### config.mk
export PLATFORM = sky130hd
export DESIGN_NAME = instruction_fetch_unit_flat
export DESIGN_NICKNAME = d
export VERILOG_FILES = /design/src/rtl/instruction_fetch_unit_if.sv /design/src/rtl/instruction_fetch_unit.sv /design/src/flat_wrapper.sv
export SDC_FILE = /design/constraint.sdc
export NUM_CORES = 1
export LEC_CHECK = 0
export BUFFER_PORTS_ARGS = -buffer_cell sky130_fd_sc_hd__buf_2
export CAP_MARGIN = 10
export CORE_ASPECT_RATIO = 1.4
export CORE_MARGIN = 2
export CORE_UTILIZATION = 57
export CTS_CLUSTER_DIAMETER = 100
export DETAILED_ROUTE_END_ITERATION = 8
export GPL_TIMING_DRIVEN = 1
export PLACE_DENSITY = 0.84
export RECOVER_POWER = 50
export SLEW_MARGIN = 15
export SYNTH_ARGS = -nofsm -noshare
export SYNTH_HDL_FRONTEND = slang
export SYNTH_SLANG_ARGS = --single-unit
export TNS_END_PERCENT = 5
### constraint.sdc
create_clock -name clk -period 14.1 [get_ports clk]
set_input_delay 2.82 -clock clk [delete_from_list [all_inputs] [get_ports clk]]
set_output_delay 2.82 -clock clk [all_outputs]
set_load 0.02 [all_outputs]
### src/rtl/instruction_fetch_unit_if.sv
// Fetch-stage bus: instruction memory port, redirect request and the IF/ID handshake.
// The fetch unit uses the master modport; the memory/decode side uses slave.
interface instruction_fetch_unit_if #(
   parameter int N = 24
);
   logic         fetch_enable;
   logic [N-1:0] imem_address;
   logic [N-1:0] imem_instruction;
   logic         branch_taken;
   logic [N-1:0] branch_target;
   logic         id_ready;
   logic         if_valid;
   logic [N-1:0] if_instruction;
   logic [N-1:0] if_pc;

   modport master (
      input  fetch_enable, imem_instruction, branch_taken, branch_target, id_ready,
      output imem_address, if_valid, if_instruction, if_pc
   );

   modport slave (
      output fetch_enable, imem_instruction, branch_taken, branch_target, id_ready,
      input  imem_address, if_valid, if_instruction, if_pc
   );
endinterface

### src/rtl/instruction_fetch_unit.sv
// Fetch stage: PC register driving instruction memory, with a 2-entry {instruction, pc}
// buffer toward decode that absorbs back-pressure and is flushed on a branch redirect.
module instruction_fetch_unit #(
   parameter int           N        = 24,
   parameter logic [N-1:0] RESET_PC = '0
) (
   input logic                  clk,
   input logic                  rst,
   instruction_fetch_unit_if.master bus
);
   logic [N-1:0] pc;
   logic [1:0]   count;
   logic         rd_ptr;
   logic         wr_ptr;
   logic [N-1:0] buf_instr [2];
   logic [N-1:0] buf_pc    [2];

   logic pop;
   logic push;

   assign pop  = bus.if_valid & bus.id_ready;
   // A full buffer still accepts a new word when the head leaves in the same cycle.
   assign push = bus.fetch_enable & ~bus.branch_taken & ((count != 2'd2) | pop);

   assign bus.imem_address   = pc;
   assign bus.if_valid       = (count != 2'd0);
   assign bus.if_instruction = buf_instr[rd_ptr];
   assign bus.if_pc          = buf_pc[rd_ptr];

   always_ff @(posedge clk) begin
      if (rst) begin
         pc     <= RESET_PC;
         count  <= 2'd0;
         rd_ptr <= 1'b0;
         wr_ptr <= 1'b0;
      end else if (bus.branch_taken) begin
         // Redirect discards everything buffered, including a head accepted this cycle.
         pc     <= bus.branch_target;
         count  <= 2'd0;
         rd_ptr <= 1'b0;
         wr_ptr <= 1'b0;
      end else begin
         if (push) begin
            pc     <= pc + 1'b1;
            wr_ptr <= ~wr_ptr;
         end
         if (pop) begin
            rd_ptr <= ~rd_ptr;
         end
         count <= count + {1'b0, push} - {1'b0, pop};
      end
   end

   // Buffer payload carries no reset; it is only observed while if_valid is high.
   always_ff @(posedge clk) begin
      if (push && !rst) begin
         buf_instr[wr_ptr] <= bus.imem_instruction;
         buf_pc[wr_ptr]    <= pc;
      end
   end
endmodule

### src/flat_wrapper.sv
// flat-port wrapper written by rule: the top's interface ports become plain ports
module instruction_fetch_unit_flat 
#(
   parameter int           N        = 24,
   parameter logic [N-1:0] RESET_PC = '0
)
  (clk, rst, bus_fetch_enable, bus_imem_instruction, bus_branch_taken, bus_branch_target, bus_id_ready, bus_imem_address, bus_if_valid, bus_if_instruction, bus_if_pc);
  instruction_fetch_unit_if #(.N(N)) bus_i ();
  input logic clk;
  input logic rst;
  input wire logic [$bits(bus_i.fetch_enable)-1:0] bus_fetch_enable;
  input wire logic [$bits(bus_i.imem_instruction)-1:0] bus_imem_instruction;
  input wire logic [$bits(bus_i.branch_taken)-1:0] bus_branch_taken;
  input wire logic [$bits(bus_i.branch_target)-1:0] bus_branch_target;
  input wire logic [$bits(bus_i.id_ready)-1:0] bus_id_ready;
  output wire logic [$bits(bus_i.imem_address)-1:0] bus_imem_address;
  output wire logic [$bits(bus_i.if_valid)-1:0] bus_if_valid;
  output wire logic [$bits(bus_i.if_instruction)-1:0] bus_if_instruction;
  output wire logic [$bits(bus_i.if_pc)-1:0] bus_if_pc;
  assign bus_i.fetch_enable = bus_fetch_enable;
  assign bus_i.imem_instruction = bus_imem_instruction;
  assign bus_i.branch_taken = bus_branch_taken;
  assign bus_i.branch_target = bus_branch_target;
  assign bus_i.id_ready = bus_id_ready;
  assign bus_imem_address = bus_i.imem_address;
  assign bus_if_valid = bus_i.if_valid;
  assign bus_if_instruction = bus_i.if_instruction;
  assign bus_if_pc = bus_i.if_pc;
  instruction_fetch_unit #(.N(N), .RESET_PC(RESET_PC)) u_core (.clk(clk), .rst(rst), .bus(bus_i));
endmodule
==> results.yml, run 1 <==
critical_path:
  r2r_cells: 4
  path_class: "input pin to flop"
  crit_top_cell: "clkbuf_1"
  arrival_ns: 4.82
  rrSetupSlack_ns: 11.66
  cp.required_ns: 14.11
  worstReg2RegEnd: "u_core.buf_instr[1][5]"
  path_buf_inv: 2
  cp_slowest_cell: "clkbuf_1"
  end_kind: "flop"
  crit_family: "buffers and inverters"
  crit_chain: "clkbuf_1 -> nor4b_1 -> clkbuf_1"
  rr_startpoint: "u_core.count[0]"
  worst_setup_path_start_kind: "input pin"
  max_stage_delay_ns: 0.85
  cp_max_fo: 31
yosys:
  ys.flop_type: "edfxtp_1"
  ys_ff_latch: 125
  synth.area.top_cells: "edfxtp_1 (57%), dfxtp_1 (11%), mux2_2 (11%)"
  synth_nets: 396
  synth_xor_area_frac: 0.0173
  yosysSeqAreaShare: 0.685
  synthMuxAreaShare: 0.107
  synth.top_cell.area_share: 0.570
  synthSimpleGateAreaFrac: 0.0955
  synth_edf_count: 96
  synth_area_um2: 5060
  ys_warn_count: 0
  yosys.cell_count.top_type: "edfxtp_1"
  syn_inst: 340
  avgSynthCellArea_um2: 14.9
  netlist_top_cells_count: "edfxtp_1 (96), mux2_2 (48), dfxtp_1 (29)"
  synth_fa_ha_area_frac: 0.00742
  ys_types: 39
  synth_compound_area_frac: 0.0660
  synth_top_family_by_area: "multiplexers"
  yosysTopAreaCell: "edfxtp_1"
  async_flop_share: 0
drt:
  vias: 3397
  wl_per_cell_um: 17.6
  vias_per_cell: 5.80
  drt_iter0_markers: 280
  first_pass_iters: 4
  ant_nets: 0
  routed_wirelength_mm: 10.3
  route.detailed.drc: 0
pwr:
  p_int_mw: 0.668
  ir_drop_mv: 0.111
  seqPwrFrac: 0.492
  power.density_nw_per_um2: 137
  p_sw_mw: 0.187
  leakagePower_nw: 2.24
  power_frac_clock: 0.441
  switching_share: 0.219
  total_power_mw: 0.855
  comb_power_share: 0.067
clock_tree:
  cts_hold_buf: 0
  cts_buffers: 17
  worstSkewPairLatency_ns: 0.40
  postCtsSetupBuffers: 0
  cts_sinks: 125
  cts-root-buf: "clkbuf_16"
  clockBufferDepth: 2
  htree_levels: 4
  cts_tree: "yes"
  path_clk_slew_ns: 0.05
  post_cts_resized: 0
worst_hold_path:
  hold_class: "flop to flop"
  hold-path-endpoint: "u_core.buf_pc[1][5]"
  hold_path_depth: 0
  holdCritStartpoint: "u_core.bus.imem_address[5]"
sta:
  hold_violations: 0
  fin_skew_ns: 0.00994
  finalSetupTns_ns: 0
  max_freq_ghz: 0.208
  timing.hold.ws_ns: 0.536
  finalMaxSlewViolations: 0
  fin_crit_ns: 4.80
  worstMarginPinSlew_ns: 1.41
  worst_slack_ns: 9.30
  rsz0062_at_grt: "false"
  timing.final.crit_share: 0.341
  setup_viol: 0
  max_slew_margin: 0.0626
global_routing:
  grt_pass1_wl_mm: 15.9
  grt_max_degree: 49
  grtUsageTotal: 0.217
  grt_overflow: 0
  grt_antenna_before_repair: 0
  grt_pass1_vias: 3280
placed_design:
  post-place-ws_ns: 9.48
  dp.cells: 555
  dpl.hpwl_mm: 6.72
  dpl_cell_area_um2: 5770
  port_buffers: 125
  gp_congestion: 0.797
die:
  io_pins: 126
  dieHeight_um: 115
  start_util: 0.588
  core_area_um2: 8610
  die_area_um2: 9660
  std_cell_rows: 40
  die_x_um: 83.6
run_status:
  outcome: "finished, final reports clean"
cells_and_area:
  num_antenna_cells: 0
  layout.nets: 525
  utilization: 0.724
  area_delta_synth_final_pct: 23.3
  fin_cells: 586
  design_area_um2: 6240
  layout-drive-gt1-share: 0.366
job:
  drv_cap: 0
power by group through the flow:
| stage | clock network (mW) | logic, mW | registers [mW] |
|---|---|---|---|
| 2_1_floorplan | 0 | 0.0304 | 0.430 |
| 3_3_place_gp | 0 | 0.0568 | 0.427 |
| 3_5_place_dp | 0 | 0.0585 | 0.428 |
| 4_1_cts | 0.383 | 0.0591 | 0.421 |
| 5_1_grt | 0.402 | 0.0621 | 0.422 |
| 6_report | 0.377 | 0.0571 | 0.421 |
final cells by class:
cell class | count | area [µm²]
Sequential cell | 125 | 3470
Clock buffer | 20 | 437
Timing Repair Buffer | 129 | 614
Fill cell | 610 | 2370
Clock inverter | 11 | 77.6
Multi-Input combinational cell | 189 | 1480
Inverter | 7 | 26.3
Tap cell | 105 | 131
placed cells by master (no fill, tap or decap), types with 4 or more instances in the layout:
| master | Yosys | routed |
|---|---|---|
| nand4_1 | 6 | 6 |
| clkinv_1 | 0 | 4 |
| buf_2 | 0 | 98 |
| nand2_1 | 9 | 9 |
| clkbuf_16 | 0 | 17 |
| or3_1 | 4 | 4 |
| dfxtp_1 | 29 | 28 |
| inv_1 | 6 | 7 |
| nor2_1 | 24 | 24 |
| xnor2_1 | 7 | 7 |
| a311oi_1 | 16 | 16 |
| mux2_2 | 48 | 48 |
| clkbuf_1 | 16 | 32 |
| or4_1 | 13 | 13 |
| nand3_1 | 6 | 6 |
| edfxtp_1 | 96 | 96 |
| nor3_1 | 6 | 6 |
| o31ai_1 | 12 | 12 |
| clkinv_2 | 0 | 5 |
| a211oi_1 | 5 | 5 |
layer usage:
layer	part of all wire	global-route usage	routed length, µm	up-vias
li1	-	-	-	1604
met1	0.40	0.250	4090	1664
met2	0.54	0.380	5520	119
met3	0.057	0.0677	582	10
met4	0.0096	0.0903	99	0
met5	0	0	0	-
worst max path at each step:
stage                            start                     endpoint  cells past startpoint
final                              rst       u_core.buf_instr[1][5]                      3
after global routing               rst          u_core.buf_pc[1][4]                      3
after CTS                         flop        bus_if_instruction[8]                      2
after detailed placement  bus_id_ready  u_core.bus.imem_address[21]                      5
after global placement    bus_id_ready  u_core.bus.imem_address[21]                      5
after floorplan           bus_id_ready       u_core.buf_instr[1][0]                      3
cell families after synthesis:
logic type                 after synthesis
AOI/OAI and AO/OA                       43
muxes                                   48
buffers and inverters                   26
adders and majority gates                3
xor gates and xnor gates                10
and+or+nand+nor                         85
DFF                                    125
flip-flops by register name, indices dropped and copies added (netlist names), named ones only:
| name | count |
|---|---|
| u_core.buf_instr | 48 |
| u_core.buf_pc | 48 |
| u_core.bus.imem_address | 24 |
| u_core.count | 2 |
| u_core.rd_ptr | 1 |
| u_core.wr_ptr | 1 |
Power figures use the tool's default switching activity.
==> run 2, diff against run 1 <==
CORE_UTILIZATION = 48   (was 57)
PLACE_DENSITY = 0.75   (was 0.84)
clock period = 3.9 ns   (was 14.1 ns; I/O delays follow)
==> results.yml, run 2 (synthesis results as in run 1) <==
job:
  drv_cap: 0
cells_and_area:
  area_delta_synth_final_pct: 25.8
  utilization: 0.618
  layout_commonest_cell: "edfxtp_1"
  mostFrequentLayoutCells: "edfxtp_1 (96), buf_2 (84), mux2_2 (48), clkbuf_1 (45), dfxtp_1 (28)"
  layout.nets: 526
  num_antenna_cells: 0
  layout-drive-gt1-share: 0.350
  fillers: 823
  fin_cells: 621
  design_area_um2: 6370
pwr:
  ir_drop_mv: 0.341
  leakagePower_nw: 2.25
  total_power_mw: 3.28
  power.density_nw_per_um2: 516
die:
  die_x_um: 90.8
  dieHeight_um: 125
  core_area_um2: 10300
  die_area_um2: 11400
  std_cell_rows: 44
  start_util: 0.491
  io_pins: 126
clock_tree:
  cts_tree: "yes"
  post_cts_resized: 0
  cts_buffers: 17
  cts-root-buf: "clkbuf_16"
  htree_levels: 4
  worstSkewPairLatency_ns: 0.40
  cts_sinks: 125
  clockBufferDepth: 2
  postCtsSetupBuffers: 0
  path_clk_slew_ns: 0.05
  cts_hold_buf: 0
global_routing:
  grt_pass1_vias: 3313
  grtUsageTotal: 0.186
  grt_pass1_wl_mm: 16.2
  grt_overflow: 0
  grt_max_degree: 49
  grt_antenna_before_repair: 0
sta:
  max_freq_ghz: 0.360
  fin_skew_ns: 0.0103
  finalMaxSlewViolations: 0
  fin_crit_ns: 2.78
  timing.final.crit_share: 0.712
  timing.hold.ws_ns: 0.541
  hold_violations: 0
  worstMarginPinSlew_ns: 1.33
  setup_viol: 0
  rsz0062_at_grt: "false"
  max_slew_margin: 0.113
worst_hold_path:
  hold-path-endpoint: "u_core.buf_pc[0][6]"
  hold_path_depth: 0
  holdCritStartpoint: "u_core.bus.imem_address[6]"
  hold_class: "flop to flop"
drt:
  vias: 3314
  drt_iter0_markers: 142
  first_pass_iters: 4
  wl_per_cell_um: 16.6
  vias_per_cell: 5.34
  routed_wirelength_mm: 10.3
  route.detailed.drc: 0
  ant_nets: 0
critical_path:
  cp.required_ns: 3.12
  path_class: "flop to output pin"
  worstReg2RegEnd: "u_core.bus.imem_address[21]"
  r2r_cells: 4
  rr_startpoint: "u_core.bus.imem_address[2]"
  worst_setup_path_start_kind: "flop"
  arrival_ns: 2.00
  rrSetupSlack_ns: 1.51
  end_kind: "output pin"
  cp_max_fo: 26
placed_design:
  dpl.hpwl_mm: 6.87
  dpl_cell_area_um2: 5840
  gp_congestion: 0.758
  port_buffers: 125
  dp.cells: 589
run_status:
  outcome: "finished, final reports clean"
run 2: cell count changes in the layout (fill, tap and decap cells not counted), moves of 2 or more:
cell       delta
buf_4         +2
clkbuf_1     +13
buf_2        -14
clkbuf_8      +3
clkinv_1      -3
bufinv_16     +2
run 2: final cells by class:
type	instances	area, µm²	area share
tap	138	173	0.0271
multi-input combinational	189	1500	0.235
clock inverter	9	119	0.0187
sequential	125	3460	0.544
inverter	7	26.3	0.00413
timing repair buffer	130	608	0.0955
clock buffer	23	478	0.0751
run 2: worst max-delay path, cell delays in order (launching register included):
cell and delay, ns:
dfxtp_2 0.73, buf_4 0.32, mux2_2 0.37, buf_2 0.17
run 2: how the worst max path moves through the flow:
| stage | startpoint | to | depth (start not counted) |
|---|---|---|---|
| global route | flop | bus_if_pc[23] | 3 |
| floorplan | bus_branch_taken | u_core.buf_instr[0][0] | 2 |
| detailed placement | bus_id_ready | u_core.bus.imem_address[21] | 5 |
| global placement | bus_id_ready | u_core.bus.imem_address[21] | 5 |
| finish | flop | bus_if_pc[23] | 3 |
| CTS | flop | bus_if_pc[23] | 3 |
run 2: stage by stage:
step,worst slack [ns],TNS (ns)
floorplan,-0.324,-15.57
global placement,1.38,0
global route,1.01,0
detailed placement,1.29,0
CTS,1.05,0
finish,1.12,0
run 2: where the power goes:
| part | total, mW | internal [mW] | switching, mW |
|---|---|---|---|
| Clock | 1.56 | 1.05 | 0.509 |
| Sequential | 1.52 | 1.48 | 0.0417 |
| Combinational | 0.206 | 0.0793 | 0.127 |
run 2: metal layers:
layer	share of wire	track usage
met5	0	0
met4	0.016	0.0796
met3	0.048	0.0578
met2	0.52	0.332
met1	0.41	0.203
